**src/rtl/seg_pkg.sv**
```systemverilog
// Shared constants for the multiplexed 7-segment scan driver:
// segment patterns, the dark pattern and the slot phase encoding.
package seg_pkg;

  // Active-high g..a patterns, indexed by code (entry 0 is the rightmost).
  localparam logic [15:0][6:0] SEG_PATTERN = {
    7'h71, 7'h79, 7'h5E, 7'h39, 7'h7C, 7'h77, 7'h6F, 7'h7F,
    7'h07, 7'h7D, 7'h6D, 7'h66, 7'h4F, 7'h5B, 7'h06, 7'h3F
  };

  localparam logic [7:0] SEG_BLANK = 8'h00;

  typedef enum logic {
    DEAD  = 1'b0,
    DRIVE = 1'b1
  } slot_state_t;

endpackage

```
**src/rtl/seg_decode.sv**
```systemverilog
// Combinational single-digit decoder: 4-bit code plus decimal point to an
// active-high dp,g..a pattern, with whole-digit blanking and optional hex.
module seg_decode
  import seg_pkg::*;
(
  input  logic [3:0] code,
  input  logic       dp,
  input  logic       blank,
  input  logic       hex_en,
  output logic [7:0] seg
);

  always_comb begin
    seg = SEG_BLANK;
    if (!blank) begin
      seg[7] = dp;
      // Without hex support codes 10..15 leave the segments dark but keep dp.
      if (hex_en || (code < 4'd10)) begin
        seg[6:0] = SEG_PATTERN[code];
      end
    end
  end

endmodule

```
**src/rtl/seg_scan_driver.sv**
```systemverilog
// Multiplexed N-digit 7-segment scan driver with dead time, leading-zero
// suppression and load-at-slot-boundary data transfer.
module seg_scan_driver
  import seg_pkg::*;
#(
  parameter int DIGITS       = 6,
  parameter int SCAN_DIV     = 1000,
  parameter int BLANK_CYCLES = 2,
  parameter int HEX_EN       = 1,
  parameter int SEG_ACT_LOW  = 0,
  parameter int SEL_ACT_LOW  = 1
) (
  input  logic                  Clk,
  input  logic                  nRst,
  input  logic [4*DIGITS-1:0]   DigitData,
  input  logic [DIGITS-1:0]     DotMask,
  input  logic [DIGITS-1:0]     BlankMask,
  input  logic                  LzEn,
  input  logic                  LoadEn,
  output logic [7:0]            SegData,
  output logic [DIGITS-1:0]     DigitSel,
  output logic                  FrameTick
);

  localparam int CNT_W = (SCAN_DIV > 1) ? $clog2(SCAN_DIV) : 1;
  localparam int IDX_W = (DIGITS > 1) ? $clog2(DIGITS) : 1;
  localparam logic [CNT_W-1:0]  CNT_LAST  = CNT_W'(SCAN_DIV - 1);
  localparam logic [CNT_W-1:0]  BLANK_LIM = CNT_W'(BLANK_CYCLES);
  localparam logic [IDX_W-1:0]  IDX_LAST  = IDX_W'(DIGITS - 1);
  localparam logic [7:0]        SEG_OFF   = {8{SEG_ACT_LOW != 0}};
  localparam logic [DIGITS-1:0] SEL_OFF   = {DIGITS{SEL_ACT_LOW != 0}};

  logic [CNT_W-1:0]    cnt_reg;
  logic [IDX_W-1:0]    idx_reg;
  logic                wrap;
  logic                frame_wrap_reg;
  slot_state_t         slot_state;

  logic [4*DIGITS-1:0] pending_data_reg, active_data_reg;
  logic [DIGITS-1:0]   pending_dot_reg, active_dot_reg;
  logic [DIGITS-1:0]   pending_blank_reg, active_blank_reg;
  logic                pending_flag_reg;

  logic [7:0]          seg_reg;
  logic [DIGITS-1:0]   sel_reg;
  logic                tick_reg;

  logic [7:0]          digit_seg [DIGITS];
  logic [DIGITS-1:0]   sel_onehot;

  assign wrap = (cnt_reg == CNT_LAST);

  always_comb begin
    slot_state = DRIVE;
    if (cnt_reg < BLANK_LIM) begin
      slot_state = DEAD;
    end
  end

  // Scan timing and double-buffered data; active only changes on a slot wrap,
  // so one slot never mixes old and new data.
  always_ff @(posedge Clk or negedge nRst) begin
    if (!nRst) begin
      cnt_reg           <= '0;
      idx_reg           <= '0;
      frame_wrap_reg    <= 1'b0;
      pending_data_reg  <= '0;
      pending_dot_reg   <= '0;
      pending_blank_reg <= '0;
      pending_flag_reg  <= 1'b0;
      active_data_reg   <= '0;
      active_dot_reg    <= '0;
      active_blank_reg  <= '0;
    end else begin
      cnt_reg        <= wrap ? '0 : cnt_reg + 1'b1;
      frame_wrap_reg <= wrap && (idx_reg == IDX_LAST);
      if (wrap) begin
        idx_reg <= (idx_reg == IDX_LAST) ? '0 : idx_reg + 1'b1;
      end
      if (LoadEn) begin
        pending_data_reg  <= DigitData;
        pending_dot_reg   <= DotMask;
        pending_blank_reg <= BlankMask;
      end
      // A load landing on the wrap edge stays pending for the next slot.
      if (wrap && pending_flag_reg) begin
        active_data_reg  <= pending_data_reg;
        active_dot_reg   <= pending_dot_reg;
        active_blank_reg <= pending_blank_reg;
      end
      if (LoadEn) begin
        pending_flag_reg <= 1'b1;
      end else if (wrap) begin
        pending_flag_reg <= 1'b0;
      end
    end
  end

  for (genvar gi = 0; gi < DIGITS; gi++) begin : g_digit
    logic [3:0] code;
    logic       zero_run;
    logic       suppress;
    logic [7:0] dec_seg;

    assign code     = active_data_reg[4*gi +: 4];
    // Digit gi and every more significant digit are zero.
    assign zero_run = (active_data_reg[4*DIGITS-1:4*gi] == '0);
    assign suppress = LzEn && zero_run && (gi != 0);

    seg_decode u_decode (
      .code   (code),
      .dp     (active_dot_reg[gi]),
      .blank  (active_blank_reg[gi]),
      .hex_en (HEX_EN != 0),
      .seg    (dec_seg)
    );

    assign digit_seg[gi]  = (suppress && !active_blank_reg[gi]) ?
                            {active_dot_reg[gi], 7'h00} : dec_seg;
    assign sel_onehot[gi] = (idx_reg == IDX_W'(gi));
  end

  always_ff @(posedge Clk or negedge nRst) begin
    if (!nRst) begin
      seg_reg  <= SEG_OFF;
      sel_reg  <= SEL_OFF;
      tick_reg <= 1'b0;
    end else begin
      tick_reg <= frame_wrap_reg;
      if (slot_state == DRIVE) begin
        seg_reg <= digit_seg[idx_reg] ^ SEG_OFF;
        sel_reg <= sel_onehot ^ SEL_OFF;
      end else begin
        seg_reg <= SEG_OFF;
        sel_reg <= SEL_OFF;
      end
    end
  end

  assign SegData   = seg_reg;
  assign DigitSel  = sel_reg;
  assign FrameTick = tick_reg;

endmodule

```
**config.mk**
```make
export PLATFORM = sky130hd
export DESIGN_NAME = seg_scan_driver
export DESIGN_NICKNAME = d
export VERILOG_FILES = /design/src/rtl/seg_pkg.sv /design/src/rtl/seg_decode.sv /design/src/rtl/seg_scan_driver.sv
export SDC_FILE = /design/constraint.sdc
export NUM_CORES = 1
export LEC_CHECK = 0
export CORE_UTILIZATION = 60
export DETAILED_ROUTE_END_ITERATION = 6
export PLACE_DENSITY_LB_ADDON = 0.2
export REMOVE_ABC_BUFFERS = 1
export SLEW_MARGIN = 40
export SYNTH_ARGS = -nofsm -noshare
export SYNTH_HDL_FRONTEND = slang
export SYNTH_SLANG_ARGS = --single-unit
```
**constraint.sdc**
```tcl
create_clock -name Clk -period 5.8 [get_ports Clk]
set_clock_uncertainty 0.1 [all_clocks]
set_input_delay 0.87 -clock Clk [delete_from_list [all_inputs] [get_ports Clk]]
set_output_delay 0.87 -clock Clk [all_outputs]
set_load 0.005 [all_outputs]
```
==> qor.txt, run 1 <==
worst-skew pair later-pin latency -> 0.37 ns
CTS buffer count -> 9
GP Congestion -> 0.931
clock share of power -> 36.6%
IO Pins -> 55
most numerous cell in the Yosys netlist -> dfrtp_1
maximum VDD drop -> 0.131 mV
post-route minimum period -> 2.66 ns
drc violations -> 0
Max Cap Viol -> 0
GRT Resource Usage Total -> 26.4%
H-tree Lvls -> 3
multi-input logic area -> 0.00304 mm^2
Warnings, synthesis -> 0
number of fill cells -> 706
critical path arrival -> 2.87 ns
Std-Cell Rows -> 35
fmax -> 0.376 GHz
Rel. slew slack -> 50.1%
post-synth top area cell -> dfrtp_1
first-pass GRT wire length -> 20700 um
Post-CTS Setup Bufs -> 0
part of the Yosys area used for sequential elements -> 44.0%
average wire per standard cell -> 17.4 um
setup_tns -> 0 ns
clock sink count -> 102
Layout Nets -> 647
Vias/cell -> 6.03
Reg clk slew, reported paths -> 0.10 ns
crit end category -> flop
Final Hold Viols -> 0
Seq pwr share -> 57.1%
Post-Place Cells -> 687
area grow syn2layout -> 13.9%
most common flop cell mapped by yosys -> dfrtp_1
DRT Wirelength -> 12300 um
DPL Wire Length -> 8770 um
setup violators final -> 0
P_sw -> 314 uW
Register Area -> 0.00256 mm^2
Mapped Avg Cell Area -> 11.0 um^2
#FFs+latches synth -> 102
actual slew at the worst max-slew pin -> 0.745 ns
Post-Synthesis Cells -> 530
port bufs -> 54
Pint -> 995 uW
cells resized by post-CTS repair -> 0
initial antenna violation count -> 0
Tot Pwr -> 1310 uW
CP max FO -> 8
CP required -> 6.01 ns
grt total ovfl -> 0
Synth top area share -> 41.3%
Die Y -> 101 um
Pins Over Slew Limit -> 0
Die W -> 101 um
switching share of power -> 24.0%
period utilization -> 45.9%
buffer levels on the longest clock path -> 2
CP cell instances -> clkdlybuf4s50_1, nor4bb_1, buf_4, a31oi_1, a21oi_1, a2111oi_2, a32o_1
largest net degree at the start of global routing -> 58
Critical Path Max Stage Delay -> 0.55 ns
hold buffers post-CTS -> 0
Die Area -> 0.0101 mm^2
hold_sp -> frame_wrap_reg
Final Non-Filler Cells -> 703
RSZ-0062 raised after global routing -> no
Hold Path Class -> flop to flop
Post-Synthesis Cell Area -> 0.00582 mm^2
vias in the first global route -> 4151
r2r startpoint -> active_data_reg[16]
Critical-path top delay cell -> a31oi_1
status -> finished clean
vias -> 4236
Starting Density -> 62.4%
CP Class -> primary input to flop
number of diodes -> 0
share of cells above drive strength 1 -> 20.2%
1st-iter DRT viols -> 164
Synth area leaders -> dfrtp_1, mux2_2, ha_1
Core Box Area -> 0.00933 mm^2
worst setup path startpoint -> LzEn
combinational share of power -> 6.3%
FFs w/ async S/R, synth -> 100%
number of synthesized flops with an enable pin -> 0
drt first pass iters -> 4
top cells by count, synth -> dfrtp_1, mux2_2, ha_1
CTS tree -> yes
Leak -> 0.00283 uW
antenna-violating nets left -> 0
Cell Pwr Density -> 197 mW/mm^2
clock root buffer -> clkbuf_8
Hold WS -> 0.261 ns
CP startpoint kind -> primary input
library cells used by synthesis -> 70
cells in the final DEF, fill, tap and decap left out, drive strengths merged, types with 6 or more instances in the layout:
cell and n:
nor2b 9, dfstp 6, nand3 20, o211ai 11
nand2b 6, o21ai 13, mux2i 9, clkdlybuf4s50 52
nor3 10, ha 38, a211oi 6, a21oi 22
mux2 76, clkbuf 9, nand2 31, inv 32
a31oi 7, dfrtp 96, nor2 28
power by group through the flow:
stage	sequential (uW)	combinational, uW	clock [uW]
after floorplan	758	33.6	0
final	747	82.2	479
after global routing	752	91.7	518
after detailed placement	762	84.1	0
after CTS	748	84.4	492
after global placement	760	80.0	0
cell families after synthesis:
group                      synth area share [%]
adders and majority gates                  8.17
muxes                                      17.9
buffers and inverters                      3.89
and+or+nand+nor                            11.9
xor gates and xnor gates                   1.20
DFF                                        44.0
AOI/OAI and AO/OA                          13.0
through the flow:
step / cell area, um^2 / setup WS (ns) / util (%)
5_1_grt: 6640 / 3.04 / 71.1
3_5_place_dp: 6420 / 2.79 / 68.8
6_report: 6640 / 3.14 / 71.1
4_1_cts: 6630 / 3.18 / 71.1
3_3_place_gp: 6410 / 2.84 / 68.8
2_1_floorplan: 5710 / 2.96 / -
worst paths after layout:
path,cells past startpoint,slack [ns],end
min in group asynchronous,1,0.39,cnt_reg[8]
min reg2reg,0,0.26,FrameTick
max reg2reg,7,3.22,SegData[0]
max,7,3.14,SegData[0]
max in group asynchronous,2,4.08,pending_data_reg[7]
min,0,0.26,FrameTick
worst max-delay path, delay by kind of cell:
| kind | cells | cell delay, ns |
|---|---|---|
| AOI/OAI and AO/OA | 4 | 1.26 |
| buffers and inverters | 2 | 0.60 |
| and+or+nand+nor | 1 | 0.14 |
layer usage:
layer / track usage, % / part of all wire, % / vias up
li1: - / - / 2008
met1: 36.7 / 46 / 2090
met2: 43.3 / 48 / 121
met3: 4.23 / 5.0 / 17
met4: 7.47 / 1.3 / 0
met5: 0 / 0 / -
layout make-up:
class	count	share of cell area, %
Clock buffer	9	1.87
Clock inverter	7	1.34
Inverter	29	1.64
Multi-Input combinational cell	371	45.8
Sequential cell	102	38.6
Tap cell	129	2.43
Timing Repair Buffer	56	8.30
Power figures use the tool's default switching activity.
==> inputs of run 2 (changes only) <==
- CORE_UTILIZATION: 60 -> 58
- clock period: 5.8 -> 2.5 ns (I/O delays scaled with it)
==> run 2 against run 1 <==
Worst setup slack lost 3.0 ns. Largest cell class unchanged. Die area grew 3.4%. Global-route usage grew 0.91 points.
==> qor.txt, run 2 (same netlist as run 1, synthesis figures left out) <==
maximum VDD drop -> 0.486 mV
Post-CTS Setup Bufs -> 0
Design Area, Final -> 0.00685 mm^2
average wire per standard cell -> 17.8 um
Worst Path Buf+Inv -> 2
CP required -> 2.68 ns
Pins Over Slew Limit -> 0
vias in the first global route -> 4190
Die Y -> 102 um
IO Pins -> 55
commonest non-fill, non-tap cells in the layout -> dfrtp_1, mux2_2, clkdlybuf4s50_1
Die Area -> 0.0104 mm^2
1st-iter DRT viols -> 194
CTS tree -> yes
clock sink count -> 102
Starting Density -> 59.6%
Cell Pwr Density -> 434 mW/mm^2
Leak -> 0.00295 uW
drt first pass iters -> 5
first-pass GRT wire length -> 21300 um
crit end category -> flop
Core Util, Final -> 70.0%
buffer levels on the longest clock path -> 2
DPL Wire Length -> 9810 um
Layout Nets -> 672
post-route minimum period -> 2.33 ns
Hold Path Class -> flop to flop
Core Box Area -> 0.00977 mm^2
number of diodes -> 0
initial antenna violation count -> 0
Vias/cell -> 5.85
delay-heaviest family, CP -> compound AO/OA/AOI/OAI gates
Max Cap Viol -> 0
drc violations -> 0
antenna-violating nets left -> 0
commonest non-fill, non-tap cell in the layout -> dfrtp_1
GP Congestion -> 0.929
area grow syn2layout -> 17.6%
CP cell instances -> inv_1, ha_1, nor4bb_1, buf_4, and4_4, a31oi_4, a311o_1, a32o_1
CP Class -> flop to flop
CTS buffer count -> 9
fmax -> 0.430 GHz
Reg clk slew, reported paths -> 0.09 ns
Critical Path Max Stage Delay -> 0.44 ns
Critical-path top delay cell -> dfrtp_1
CP startpoint kind -> flop
largest net degree at the start of global routing -> 43
setup violators final -> 0
clock root buffer -> clkbuf_8
Die W -> 102 um
DRT Wirelength -> 13100 um
H-tree Lvls -> 3
dpl cell area -> 0.00661 mm^2
Std-Cell Rows -> 36
port bufs -> 54
actual slew at the worst max-slew pin -> 0.542 ns
vias -> 4284
worst-skew pair later-pin latency -> 0.38 ns
status -> finished clean
period utilization -> 93.1%
Rel. slew slack -> 63.9%
CP max FO -> 8
grt total ovfl -> 0
Final Hold Viols -> 0
number of fill cells -> 750
GRT Resource Usage Total -> 27.3%
share of cells above drive strength 1 -> 23.5%
critical path arrival -> 2.51 ns
## run 2: worst reg2reg max path, cell delays in order (launching register included)
cell and delay [ns]:
dfrtp_1 0.44, inv_1 0.16, ha_1 0.19, nor4bb_1 0.24, buf_4 0.23, and4_4 0.24, a31oi_4 0.10, a311o_1 0.32
a32o_1 0.21
## run 2: cell type report
class	instances	area, um^2	area share [%]
inverter	29	109	1.59
clock buffer	12	135	1.97
clock inverter	4	56.3	0.823
timing repair buffer	81	751	11.0
tap	133	166	2.43
multi-input combinational	371	3070	44.8
sequential	102	2560	37.4
## run 2: path summary, 6_finish.rpt
path	start	endpoint	slack, ns	cells after the start
worst max-delay path	active_data_reg[20]	SegData[0]	0.17	8
worst min-delay path	frame_wrap_reg	FrameTick	0.25	0
worst max register to register	active_data_reg[20]	SegData[0]	0.17	8
worst min register to register	frame_wrap_reg	FrameTick	0.25	0
max in group asynchronous	nRst	active_blank_reg[1]	1.19	3
min in group asynchronous	nRst	active_data_reg[17]	0.41	2
## run 2: routing by layer
layer	track usage, %	vias to the layer above	share of wire, %
li1	-	2055	-
met2	43.5	113	48
met5	0	-	0
met4	8.79	0	2.2
met1	36.4	2098	45
met3	7.52	18	5.1
## run 2: report_power, final
group | internal, uW | switching [uW] | total, uW
combinational | 120 | 79.9 | 200
sequential | 1710 | 30.3 | 1740
clock | 472 | 559 | 1030
total | 2300 | 669 | 2970
## run 2: per-stage QoR
step                      setup slack (ns)  std cells  hold WS (ns)  setup TNS [ns]  power [uW]
final                                0.172        732         0.253               0        2970
after global placement              0.0604        715         0.236               0        1960
after detailed placement            0.0562        715         0.239               0        1970
after global routing              -0.00295        732         0.275        -0.00295        3090
after CTS                            0.124        732         0.257               0        3000
after floorplan                     -0.126        502       -0.0206          -0.196        1840
## run 2: timing repair
action                                 CTS  global route
endpoints found under the hold margin   34             0
hold buffers                             1             0
setup endpoints to repair                0             4
resized for setup                        0             6
==> inputs of run 3 (changes only) <==
- CAP_MARGIN: not set -> 20
- MAX_ROUTING_LAYER: not set -> met4
- TNS_END_PERCENT: not set -> 10
==> run 3 against run 2 <==
Clock power increased by 20%. First-iteration DRC count increased by 26%. Wire length decreased by 0.71%. Count of clock-buffer cells in the layout decreased by 1. Via count increased by 1.6%. Utilization increased by 0.32 points. Global-route usage increased by 0.59 points. Power increased by 6.9%. Worst setup slack got worse by 0.016 ns. Largest cell class unchanged.
==> qor.txt, run 3 (same netlist as run 1, synthesis figures left out) <==
worst setup path startpoint -> active_data_reg[20]
Hold Path Class -> flop to flop
commonest non-fill, non-tap cell in the layout -> dfrtp_1
vias in the first global route -> 4097
status -> finished clean
worst-skew pair later-pin latency -> 0.38 ns
1st-iter DRT viols -> 244
vias -> 4351
H-tree Lvls -> 3
Hold WS -> 0.267 ns
Core Util, Final -> 70.4%
Starting Density -> 59.6%
setup violators final -> 0
CP startpoint kind -> flop
buffer levels on the longest clock path -> 2
CP max FO -> 8
period utilization -> 93.7%
Layout Nets -> 670
Pins Over Slew Limit -> 0
area grow syn2layout -> 18.1%
RSZ-0062 raised after global routing -> yes
Post-CTS Setup Bufs -> 0
Std-Cell Rows -> 36
actual slew at the worst max-slew pin -> 0.524 ns
grt total ovfl -> 0
Die W -> 102 um
average wire per standard cell -> 17.8 um
GRT Resource Usage Total -> 27.9%
number of fill cells -> 747
clock sink count -> 102
critical path arrival -> 2.53 ns
fmax -> 0.427 GHz
Cell Pwr Density -> 461 mW/mm^2
first-pass GRT wire length -> 21200 um
CTS buffer count -> 9
GP Congestion -> 0.936
r2r startpoint -> active_data_reg[20]
share of cells above drive strength 1 -> 23.5%
Tot Pwr -> 3170 uW
Die Area -> 0.0104 mm^2
drt first pass iters -> 5
Leak -> 0.00296 uW
hold_sp -> frame_wrap_reg
post-route minimum period -> 2.34 ns
DRT Wirelength -> 13000 um
CP required -> 2.69 ns
clock root buffer -> clkbuf_8
Reg clk slew, reported paths -> 0.10 ns
Design Area, Final -> 0.00688 mm^2
CTS tree -> yes
port bufs -> 54
number of diodes -> 0
maximum VDD drop -> 0.496 mV
drc violations -> 0
Die Y -> 102 um
CP Class -> flop to flop
Vias/cell -> 5.96
Max Cap Viol -> 0
crit end category -> flop
IO Pins -> 55
largest net degree at the start of global routing -> 41
DPL Wire Length -> 9770 um
Core Box Area -> 0.00977 mm^2
Rel. slew slack -> 65.1%
commonest non-fill, non-tap cells in the layout -> dfrtp_1, mux2_2, clkdlybuf4s50_1
Final Hold Viols -> 0
dpl cell area -> 0.00660 mm^2
antenna-violating nets left -> 0
initial antenna violation count -> 0
run 3: layer usage:
| metal | vias up | track usage [%] | wire, um |
|---|---|---|---|
| li1 | 2051 | - | - |
| met1 | 2146 | 37.1 | 5890 |
| met2 | 136 | 43.2 | 6180 |
| met3 | 18 | 5.68 | 648 |
| met4 | 0 | 8.68 | 244 |
| met5 | - | - | 0 |
run 3: final cells by class:
cell class,instances,area (um^2),area share [%]
multi-input combinational,371,3070,44.6
sequential,102,2560,37.2
timing repair buffer,79,736,10.7
tap,133,166,2.42
clock buffer,11,131,1.91
inverter,29,109,1.58
clock inverter,5,106,1.55
run 3: report_power, final:
group / switching [uW] / internal [uW] / leakage (uW)
Sequential: 29.4 / 1710 / 0.00127
Clock: 569 / 669 / 0.000114
Combinational: 78.2 / 119 / 0.00158
Total: 677 / 2500 / 0.00296
run 3: metrics by stage:
stage | cells | TNS (ns) | setup slack [ns]
3_3_place_gp | 713 | 0 | 0.0909
2_1_floorplan | 502 | -0.196 | -0.126
4_1_cts | 730 | 0 | 0.100
5_1_grt | 730 | -0.0281 | -0.0281
3_5_place_dp | 713 | 0 | 0.0896
6_report | 730 | 0 | 0.156
run 3: timing repair:
item                                    in CTS  in global routing
hold endpoints to repair                    31                  0
hold buffers                                 1                  0
resized for setup                            0                  6
endpoints found under the setup margin       0                  5
run 3: path summary, 6_finish.rpt:
kind,cells past startpoint,endpoint,slack [ns]
max in group asynchronous,3,active_blank_reg[1],1.19
worst max register to register,8,SegData[2],0.16
worst max-delay path,8,SegData[2],0.16
min in group asynchronous,2,FrameTick,0.40
worst min register to register,0,FrameTick,0.27
worst min-delay path,0,FrameTick,0.27
run 3: critical path, cell delays in order, from the launching register on:
cell,delay [ns]
dfrtp_1,0.44
inv_1,0.13
ha_1,0.23
nor4bb_1,0.13
buf_4,0.17
a21oi_2,0.26
o211ai_1,0.19
a311o_1,0.40
a211oi_1,0.20
